$ cat config.mk
export PLATFORM = sky130hd
export DESIGN_NAME = conv_enc_ctrl
export DESIGN_NICKNAME = d
export VERILOG_FILES = /design/src/rtl/conv_enc_ctrl.sv
export SDC_FILE = /design/constraint.sdc
export NUM_CORES = 1
export LEC_CHECK = 0
export CAP_MARGIN = 30
export CELL_PAD_IN_SITES_DETAIL_PLACEMENT = 1
export CELL_PAD_IN_SITES_GLOBAL_PLACEMENT = 1
export CORE_MARGIN = 2
export CORE_UTILIZATION = 42
export CTS_CLUSTER_SIZE = 12
export DETAILED_ROUTE_END_ITERATION = 7
export PLACE_DENSITY_LB_ADDON = 0.1
export SKIP_CTS_REPAIR_TIMING = 1
export SYNTH_ARGS = -nofsm -noshare
export SYNTH_HDL_FRONTEND = slang
export SYNTH_SLANG_ARGS = --single-unit
$ cat constraint.sdc
create_clock -name clk -period 2.3 [get_ports clk]
set_input_delay 0.46 -clock clk [delete_from_list [all_inputs] [get_ports clk]]
set_output_delay 0.46 -clock clk [all_outputs]
set_load 0.05 [all_outputs]
$ cat src/rtl/conv_enc_ctrl.sv
// Mask loader, frame buffer and gap-free bit sequencer for the rate-1/2 conv_enc.
// Define CONV_ENC_CTRL_TAIL_EN to append the N-1 zero tail flush to every frame.
module conv_enc_ctrl #(
   parameter int N         = 4,
   parameter int FRAME_MAX = 64,
   parameter int LEN_W     = 7
) (
   input  logic             clk,
   input  logic             reset,
   input  logic             cfg_start,
   input  logic [N-1:0]     cfg_g0,
   input  logic [N-1:0]     cfg_g1,
   output logic             cfg_ok,
   input  logic             frm_start,
   input  logic [LEN_W-1:0] frm_len,
   input  logic             in_valid,
   input  logic             in_data,
   output logic             in_ready,
   output logic             out_valid,
   output logic [1:0]       out_sym,
   output logic             out_last,
   output logic             busy,
   output logic             err,
   output logic             enc_reset,
   output logic [1:0]       enc_load_mask,
   output logic [N-1:0]     enc_mask,
   output logic             enc_data_in,
   input  logic [1:0]       enc_data_out
);

   localparam int AW = (FRAME_MAX > 1) ? $clog2(FRAME_MAX) : 1;

   typedef enum logic [2:0] {IDLE, LD0, LD1, FILL, CLR, RUN, TAIL, DRAIN} state_t;

   state_t           state_reg;
   logic [N-1:0]     g1_reg;
   logic [LEN_W-1:0] len_reg;
   logic [LEN_W-1:0] cnt_reg;
   logic             drv_reg;
   logic             last_reg;
   logic             buf_mem [FRAME_MAX];

   logic wr_en;
   logic len_ok;
   logic last_drive;

   always_comb begin
      wr_en  = (state_reg == FILL) && in_valid && in_ready;
      len_ok = (frm_len != '0) && (frm_len <= LEN_W'(FRAME_MAX));
`ifdef CONV_ENC_CTRL_TAIL_EN
      last_drive = (state_reg == TAIL) && (cnt_reg == LEN_W'(N - 1));
`else
      last_drive = (state_reg == RUN) && (cnt_reg == len_reg);
`endif
   end

   always_ff @(posedge clk) begin
      if (wr_en)
         buf_mem[cnt_reg[AW-1:0]] <= in_data;
   end

   // The encoder output lags its input by one cycle, so capture is keyed off a
   // one-cycle-delayed "was driving" flag rather than the current state.
   always_ff @(posedge clk or negedge reset) begin
      if (!reset) begin
         state_reg     <= IDLE;
         g1_reg        <= '0;
         len_reg       <= '0;
         cnt_reg       <= '0;
         drv_reg       <= 1'b0;
         last_reg      <= 1'b0;
         cfg_ok        <= 1'b0;
         in_ready      <= 1'b0;
         out_valid     <= 1'b0;
         out_sym       <= 2'b00;
         out_last      <= 1'b0;
         busy          <= 1'b0;
         err           <= 1'b0;
         enc_reset     <= 1'b0;
         enc_load_mask <= 2'b00;
         enc_mask      <= '0;
         enc_data_in   <= 1'b0;
      end else begin
         err       <= 1'b0;
         drv_reg   <= (state_reg == RUN) || (state_reg == TAIL);
         last_reg  <= last_drive;
         out_valid <= drv_reg;
         out_last  <= drv_reg & last_reg;
         if (drv_reg)
            out_sym <= enc_data_out;

         case (state_reg)
            IDLE: begin
               enc_reset   <= 1'b0;
               enc_data_in <= 1'b0;
               if (cfg_start) begin
                  g1_reg        <= cfg_g1;
                  enc_mask      <= cfg_g0;
                  enc_load_mask <= 2'b01;
                  busy          <= 1'b1;
                  state_reg     <= LD0;
               end else if (frm_start) begin
                  if (cfg_ok && len_ok) begin
                     len_reg   <= frm_len;
                     cnt_reg   <= '0;
                     in_ready  <= 1'b1;
                     busy      <= 1'b1;
                     state_reg <= FILL;
                  end else begin
                     err <= 1'b1;
                  end
               end
            end
            LD0: begin
               enc_mask      <= g1_reg;
               enc_load_mask <= 2'b10;
               state_reg     <= LD1;
            end
            LD1: begin
               enc_load_mask <= 2'b00;
               cfg_ok        <= 1'b1;
               busy          <= 1'b0;
               state_reg     <= IDLE;
            end
            FILL: begin
               if (wr_en) begin
                  if (cnt_reg == len_reg - LEN_W'(1)) begin
                     cnt_reg     <= '0;
                     in_ready    <= 1'b0;
                     enc_reset   <= 1'b1;
                     enc_data_in <= 1'b0;
                     state_reg   <= CLR;
                  end else begin
                     cnt_reg <= cnt_reg + LEN_W'(1);
                  end
               end
            end
            CLR: begin
               enc_data_in <= buf_mem[cnt_reg[AW-1:0]];
               cnt_reg     <= cnt_reg + LEN_W'(1);
               state_reg   <= RUN;
            end
            RUN: begin
               if (cnt_reg == len_reg) begin
                  enc_data_in <= 1'b0;
`ifdef CONV_ENC_CTRL_TAIL_EN
                  cnt_reg     <= LEN_W'(1);
                  state_reg   <= TAIL;
`else
                  state_reg   <= DRAIN;
`endif
               end else begin
                  enc_data_in <= buf_mem[cnt_reg[AW-1:0]];
                  cnt_reg     <= cnt_reg + LEN_W'(1);
               end
            end
`ifdef CONV_ENC_CTRL_TAIL_EN
            TAIL: begin
               enc_data_in <= 1'b0;
               if (cnt_reg == LEN_W'(N - 1))
                  state_reg <= DRAIN;
               else
                  cnt_reg <= cnt_reg + LEN_W'(1);
            end
`endif
            DRAIN: begin
               enc_reset   <= 1'b0;
               enc_data_in <= 1'b0;
               busy        <= 1'b0;
               state_reg   <= IDLE;
            end
            default: state_reg <= IDLE;
         endcase
      end
   end

endmodule

Yosys cells after proc, flatten, opt, wreduce, memory -nomap -nowiden
Memory sizes are Yosys's and may differ from the RTL's.
Cells that the tools add are included.
{"block": "word_totals", "regBits": 39, "ramBits": 64, "in_bits": 23, "out_inout_bits": 16, "elab_cells": 106, "memories": 1}
{"block": "op_classes", "addsub": 2, "n_lt_le_gt_ge": 1, "n_eq_ne": 19, "muxes": 37, "bitwise_logic": 2, "n_reduce_logical": 27}
{"memory": "buf_mem", "depth": 64, "width": 1, "rd": 1, "rd_clocked_by_memory_dff": 0, "write_ports": 1, "line": "41", "text": "logic buf_mem [FRAME_MAX];"}
{"operator": "$mux W7", "count": 6}
{"operator": "$pmux W7 S4", "count": 1}
{"operator": "$mux W3", "count": 6}
{"operator": "$mux W1", "count": 15}
{"operator": "$pmux W3 S5", "count": 1}
{"operator": "$eq A7 B7 Y1", "count": 2}
{"operator": "$eq A3 B3 Y1 const B", "count": 4}
{"operator": "$ne A2 B2 Y1 const B", "count": 6}
{"operator": "$reduce_and A6 Y1", "count": 2}
{"operator": "$reduce_and A3 Y1", "count": 3}
{"operator": "$pmux W4 S2", "count": 1}
{"operator": "$reduce_bool A2 Y1", "count": 4}
{"operator": "$reduce_bool A4 Y1", "count": 2}
{"operator": "$add A7 B1 Y7 const B", "count": 1}
{"operator": "$le A7 B7 Y1 const B", "count": 1}
{"operator": "$reduce_bool A7 Y1", "count": 1}
{"operator": "$sub A7 B1 Y7 const B", "count": 1}
{"operator": "$eq A3 B2 Y1 const B", "count": 2}
{"operator": "$ne A3 B3 Y1 const B", "count": 2}
{"operator": "$pmux W1 S2", "count": 3}
{"operator": "$pmux W2 S3", "count": 1}
{"operator": "$reduce_and A2 Y1", "count": 3}
{"operator": "$logic_and A1 B1 Y1", "count": 5}
{"operator": "$reduce_and A5 Y1", "count": 1}
{"operator": "other kinds (12)", "count": 14}

Longest topological paths before layout
{"block": "depth", "word_depth": 7, "depth_mapped": 8, "mapped_depth_nobuf": 8}

Worst setup path after synthesis
OpenSTA, ideal clock, no wires.
{"block": "synth_timing", "kind": "reg-to-reg", "from": "register len_reg[2]", "to": "register cnt_reg[2]", "setup_ns": 0.132, "t_arrival_ns": 2.181, "t_required_ns": 2.168, "slack_ns": -0.013, "stages_incl_launch_ff": 8, "path_buffers": 1, "period_less_slack_ns": 2.313, "cell_sequence": "dfrtp_1 buf_6 or2_1 o31a_1 or4_1 a211o_1 a211oi_4 nor3_2"}
{"block": "synth_via", "elab_chain_cells": 5, "elab_cells_between_ends": 8, "cone_classes": "1 x add/sub; 3 x eq/ne; 3 x mux; 1 x reduce/logical"}
{"item": "from (decl)", "line": "37", "text": "logic [LEN_W-1:0] len_reg;"}
{"item": "from (signal assigned)", "line": "104", "text": "len_reg <= frm_len;"}
{"item": "$sub A7 B1 Y7", "line": "127", "text": "if (cnt_reg == len_reg - LEN_W'(1)) begin"}
{"item": "$eq A7 B7 Y1", "line": "127"}
{"item": "$mux W7", "line": "127"}
{"item": "$mux W7", "line": "126", "text": "if (wr_en) begin"}
{"item": "$pmux W7 S4", "line": "92", "text": "case (state_reg)"}
{"item": "to (signal assigned)", "line": "134", "text": "cnt_reg <= cnt_reg + LEN_W'(1);"}
{"item": "to (signal assigned)", "line": "140", "text": "cnt_reg <= cnt_reg + LEN_W'(1);"}
{"item": "to (signal assigned)", "line": "154", "text": "cnt_reg <= cnt_reg + LEN_W'(1);"}
{"item": "to (decl)", "line": "38", "text": "logic [LEN_W-1:0] cnt_reg;"}
Several ways; a longest one is shown, not always the timed one. The select of a mux whose other input is x is not followed.
A chain may end at the register's enable or synchronous reset.

Worst setup path in the final report
{"block": "layout_timing", "from": "register len_reg[3]", "to": "register cnt_reg[6]"}
The elaborated chain is that of the path after synthesis.

==> flow_summary.toml <==
[run_status]
outcome = "finished, violations left"
violations = "setup timing"

[timing]
finalHoldViolCount = 0
fin_ws_ps = -154
worst_slew_pin_slew_ps = 593
finClkSkew_ps = 6.95
slew_violations = 0
period_needed_ps = 2450
period_share = 1.07
tns_ps = -1180
slew_headroom = 0.605
fmax_ghz = 0.407
grt_setup_unrepaired = "true"
hold_ws_ps = 111
setup_violations = 11

[cts]
cts_buffers = 9
worstSkewPairLatency_ps = 350
clk_pin_slew_worst_paths_ps = 70
cts_max_level = 3
cts_buffer_depth = 2
cts.sink_count = 103
tritoncts = "built"
clockRootBuffer = "clkbuf_16"

[logic_synthesis]
synthDominantCellAreaShare = 0.395
synthTopCellsByCount = "nor2_1, edfxtp_1, dfrtp_1"
synthCells = 431
yosysTopAreaCell = "edfxtp_1"
synthesis.area_um2 = 4870
synth.avg_cell_area_um2 = 11.3
synth-main-ff-cell = "edfxtp_1"
ys_seq_area_frac = 0.596
async_reset_ff_frac = 0.379
synth_edf_count = 64
synth_most_common_cell = "nor2_1"
synth-seq-cells = 103
synth.area.top_cells = "edfxtp_1, dfrtp_1, nor2_1"
synth_cell_type_count = 55
synth_nets = 456
ys_warn_count = 0

[power_and_ir_drop]
vdd_drop_max_mv = 0.558
power_mw = 3.48
leakagePower_nw = 2.28
power_density_nw_per_um2 = 566

[setup_path]
setup.worst_path.class = "reg -> reg"
worst-path-max-fanout = 6
startpoint_type = "flip-flop"
end_kind = "flip-flop"
crit_required_ps = 2530
crit_arrival_ps = 2680

[global_routing]
gr-total-overflow = 0
grt.total_usage = 0.205
grt_pass1_vias = 3893
antenna_found_initial = 0
grt_pass1_wl_mm = 20.0
grt_max_degree = 65

[final_layout]
fin_cells = 666
seqCellArea_um2 = 2900
final_layout_size_suffix_gt1_frac = 0.235
largest_register_ff_count = 64
fin_util = 0.541
syn2layout_area_growth_pct = 26.4
diodes = 0
multi_input_area_um2 = 1880
fillCellCount = 1208
post-route-cell-area_um2 = 6150
layout.nets = 544

[place]
dpl.cell_count = 648
place.gp.congestion = 0.794
dp_hpwl_mm = 8.45
place_ws_ps = -420
placed_cell_area_um2 = 5790
io_buffers = 38

[detailed_routing]
drt_pass1_iterations = 4
drt-total-wl_mm = 12.1
drc = 0
via_count = 3669
drt-initial-drc-count = 199
wl_per_cell_um = 18.2
antenna_left = 0
vias_per_cell = 5.51

[die]
fp.dieW_um = 112
rows = 39
core-area_um2 = 11400
pin_count = 39
die_h_um = 112
die_area_um2 = 12500
start_util = 0.428

[job]
maxCapViolCount = 0

[min_path]
holdCritPathClass = "in -> async"
-- path summary, 6_finish.rpt --
check / from / to / slack, ps / depth (start not counted)
setup / recovery: len_reg[3]$_DFFE_PN0P_ / cnt_reg[6]$_DFFE_PN0P_ / -150 / 7
hold / removal: reset / out_sym[0]$_DFFE_PN0P_ / 110 / 1
setup reg to reg: len_reg[3]$_DFFE_PN0P_ / cnt_reg[6]$_DFFE_PN0P_ / -150 / 7
hold reg to reg: last_reg$_DFF_PN0_ / out_last$_DFF_PN0_ / 460 / 1
max in group asynchronous: reset / state_reg[1]$_DFFE_PN0P_ / 1630 / 2
min in group clk: last_reg$_DFF_PN0_ / out_last$_DFF_PN0_ / 460 / 1
-- worst max-delay path: stages, from the launching register on --
cell and delay, ps:
dfrtp_2 430, or2_1 250, o31a_1 300, or4_4 520, a211o_4 390, a211oi_4 240
buf_6 160, a21oi_2 40
-- cell families after synthesis --
| group | share of synthesized area |
|---|---|
| compound gates | 0.131 |
| xor+xnor | 0.0216 |
| fa+ha+maj | 0.00514 |
| buf+inv | 0.0298 |
| flops | 0.596 |
| mux | 0.0638 |
| simple gates | 0.153 |
-- placed cells by master (no fill, tap or decap), drive strengths merged, types with 3 or more instances in the layout --
cell type,Yosys,final
inv,6,9
clkdlybuf4s50,0,37
nand2,19,19
a211oi,3,3
or2,5,5
nor2,88,88
a22oi,18,18
or4,3,3
o31ai,3,3
mux2,20,20
and2,3,3
buf,8,68
o21ai,15,15
a221oi,4,4
clkbuf,20,10
nand3b,5,5
edfxtp,64,64
nor3,7,7
xor2,4,4
dfrtp,39,39
a21o,3,3
nand3,10,10
and3,4,4
a21oi,16,16
or3,4,4
a211o,7,7
nor2b,4,4
xnor2,8,8
mux2i,4,4
o22ai,9,9
-- area by class of cell --
class / count / share of cell area
Inverter: 7 / 0.00427
Tap cell: 143 / 0.0291
Timing Repair Buffer: 105 / 0.145
Clock buffer: 10 / 0.0372
Clock inverter: 5 / 0.00671
Sequential cell: 103 / 0.471
Multi-Input combinational cell: 293 / 0.306
-- power by group --
part | internal [mW] | switching, mW | leakage (nW) | total (mW)
Sequential | 1.97 | 0.0000000000826 | 1.07 | 1.97
Combinational | 0.0414 | 0.0432 | 1.08 | 0.0846
Clock | 0.741 | 0.692 | 0.126 | 1.43
-- routing by layer --
layer  wire [um]  GRT usage  part of all wire  up-vias
met2        6290      0.354              0.52       45
met1        5360      0.258              0.44     1857
li1            -          -                 -     1761
met3         391     0.0517             0.032        6
met4         102     0.0560            0.0084        0
met5           0          0                 0        -
(Power assumes the default switching activity.)
==> variant (same settings) <==
The 8 states of `state_t` get a one-hot encoding in 8 bits.
--- a/src/rtl/conv_enc_ctrl.sv
+++ b/src/rtl/conv_enc_ctrl.sv
@@ -32,3 +32,3 @@
 
-   typedef enum logic [2:0] {IDLE, LD0, LD1, FILL, CLR, RUN, TAIL, DRAIN} state_t;
+   typedef enum logic [7:0] {IDLE = 8'b00000001, LD0 = 8'b00000010, LD1 = 8'b00000100, FILL = 8'b00001000, CLR = 8'b00010000, RUN = 8'b00100000, TAIL = 8'b01000000, DRAIN = 8'b10000000} state_t;
 
Function: no difference found for any inputs over 10 cycles, from zero or initial values and one cycle with reset low; not proved beyond that.
==> variant against the unedited design <==
The flow still finishes with violations (negative setup slack). Critical path depth is 4 higher. Area after synthesis rose by 6.2%. Count of clock-buffer cells in the layout fell by 1. Design area is 12% higher. Worst setup slack improved by 0.062 ns. Routed wire length up 17%. Maximum frequency increased by 2.6%. Sequential cell count rose by 4. Die area increased by 6.0%. Clock skew increased by 0.0028 ns. Critical path type unchanged. Critical endpoint unchanged. Largest cell class unchanged.
Power is not compared: it rests on default switching activity, and its combinational part moved more than twofold at a synthesized area within 25%.
==> variant: results (changes against the unedited design) <==
Fin worst setup slack: -0.0925 ns (was -0.154 ns)
Share of the synthesized area in the top cell type: 37.2% (was 39.5%)
Synth Instances: 464 (was 431)
Largest net degree at the start of global routing: 65 (unchanged)
H-tree Lvls: 3 (unchanged)
Layout cells sized above 1: 29.4% (was 23.5%)
Post-synthesis sequential area ratio: 58.0% (was 59.6%)
Vias in the first global route: 4,213 (was 3,893)
# diodes: 0 (unchanged)
Async set-or-reset flop fraction in the synthesized netlist: 40.2% (was 37.9%)
CTS Buf Count: 9 (unchanged)
Largest stage delay on the critical path: 0.36 ns (was 0.52 ns)
Synth unique cells: 64 (was 55)
Net Sw Frac: 35.1%
Final Wtd Congestion: 0.796 (was 0.794)
Tightest Pin Transition: 0.654 ns (was 0.593 ns)
Synth area leaders: edfxtp_1 37%, dfrtp_1 20%, nor2_1 5.6% (was edfxtp_1 39%, dfrtp_1 20%, nor2_1 6.8%)
Port bufs: 38 (unchanged)
Syn_nets: 489 (was 456)
DRT Pass-1 Iters: 4 (unchanged)
WL final: 14,200 um (was 12,100 um)
Final net count: 606 (was 544)
Clock latency on the worst-skew pair: 0.36 ns
Synth top cells by count: 77 x nor2_1, 64 x edfxtp_1, 47 x nand2_1 (was 88 x nor2_1, 64 x edfxtp_1, 39 x dfrtp_1)
Final setup fails: 8 (was 11)
Fillers: 1,303 (was 1,208)
Status: complete, but fails checks (unchanged)
Worst-path clk slew: 0.07 ns (about the same)
First-pass GRT wire length: 22,000 um (was 20,000 um)
Post-Place Cells: 706 (was 648)
Detailed placement HPWL: 9710 um (was 8450 um)
EDFF count, synth: 64 (unchanged)
CP max FO: 3 (was 6)
Leakage: 2.70 nW
Initial drt markers: 185 (was 199)
Final TNS setup: -0.440 ns (was -1.18 ns)
Clock tree buffer depth: 2 (unchanged)
Final Skew: 0.00977 ns (was 0.00695 ns)
Final std cells w/o fill: 733 (was 666)
Total GRT Usage: 22.1% (was 20.5%)
Worst R2R Path Depth: 11 (was 7)
Vias: 4,058 (was 3,669)
Root Buffer: clkbuf_16 (unchanged)
Max FFs per register: 64 (unchanged)
Slowest-stage cell, CP: dfrtp_1 (was or4_4)
Worst Hold Class: in -> async (unchanged)
Worst vdd ir: 607 uV
Total number of yosys warnings: 0 (unchanged)
Failing checks: negative setup slack (unchanged)
variant: cell count changes in the layout (fill, tap and decap cells not counted), sizes merged, moves of 6 or more:
cell / delta
mux2: -12
a22oi: -12
a211o: -7
xor2: +6
nand2: +28
nor2: -11
nand2b: +8
buf: +25
inv: +7
nor3: +7
variant: path summary, 6_finish.rpt:
path,startpoint,endpoint,slack (ns)
worst max-delay path,len_reg[0]$_DFFE_PN0P_,cnt_reg[6]$_DFFE_PN0P_,-0.09
worst min-delay path,reset,cnt_reg[6]$_DFFE_PN0P_,0.12
worst max register to register,len_reg[0]$_DFFE_PN0P_,cnt_reg[6]$_DFFE_PN0P_,-0.09
worst min register to register,drv_reg$_DFF_PN0_,out_valid$_DFF_PN0_,0.45
max in group asynchronous,reset,state_reg[0]$_DFFE_PN1P_,1.49
min in group clk,frm_len[2],len_reg[2]$_DFFE_PN0P_,0.43
variant: layer usage:
metal	up-vias	global-route usage, %	wire length, um
li1	1929	-	-
met1	2058	26.8	5970
met2	59	39.7	7540
met3	12	5.27	570
met4	0	5.30	141
met5	-	0	0
variant: cell type report:
type                    count  area, um2  area share (%)
multi-input cells         321       2210            32.2
clock buffers               9        225            3.28
flip-flops and latches    107       3000            43.7
well taps                 147        184            2.68
clock inverters             7       55.1           0.802
repair buffers            130       1140            16.6
inverters                  12       48.8           0.711
variant: logic make-up after synthesis:
kind of cell             after synthesis  synth area share (%)
AO/OA/AOI/OAI                         74                  10.3
XOR/XNOR                              13                  2.20
adder cells (fa/ha/maj)                2                 0.484
buffers and inverters                 37                  3.51
flip-flops                           107                  58.0
multiplexers                          21                  5.47
AND/OR/NAND/NOR                      210                  20.0
variant: power groups by stage:
stage | Sequential, mW | Combinational (mW) | Clock (mW)
floorplan | 2.69 | 1.05 | 0
global placement | 2.43 | 2.15 | 0
detailed placement | 2.43 | 2.21 | 0
CTS | 2.40 | 2.22 | 1.53
global route | 2.44 | 2.77 | 1.59
finish | 2.41 | 2.58 | 1.49
variant: worst register-to-register path, stage by stage, from the launching register on:
cell	delay (ns)
dfrtp_1	0.36
inv_1	0.06
ha_2	0.19
buf_4	0.14
a31o_2	0.20
a211oi_2	0.27
buf_4	0.16
buf_4	0.10
a311oi_1	0.12
buf_4	0.17
o211a_1	0.21
a221o_1	0.26
variant: per-stage QoR:
step	util [%]	area (um2)	worst slack, ns	hold slack, ns
final	57.1	6860	-0.0925	0.122
after detailed placement	52.1	6250	-0.632	0.442
after CTS	54.4	6530	-0.277	0.136
after global placement	52.1	6250	-0.582	0.432
after global routing	57.1	6860	-0.191	0.168
after floorplan	-	5180	0.000881	0.164
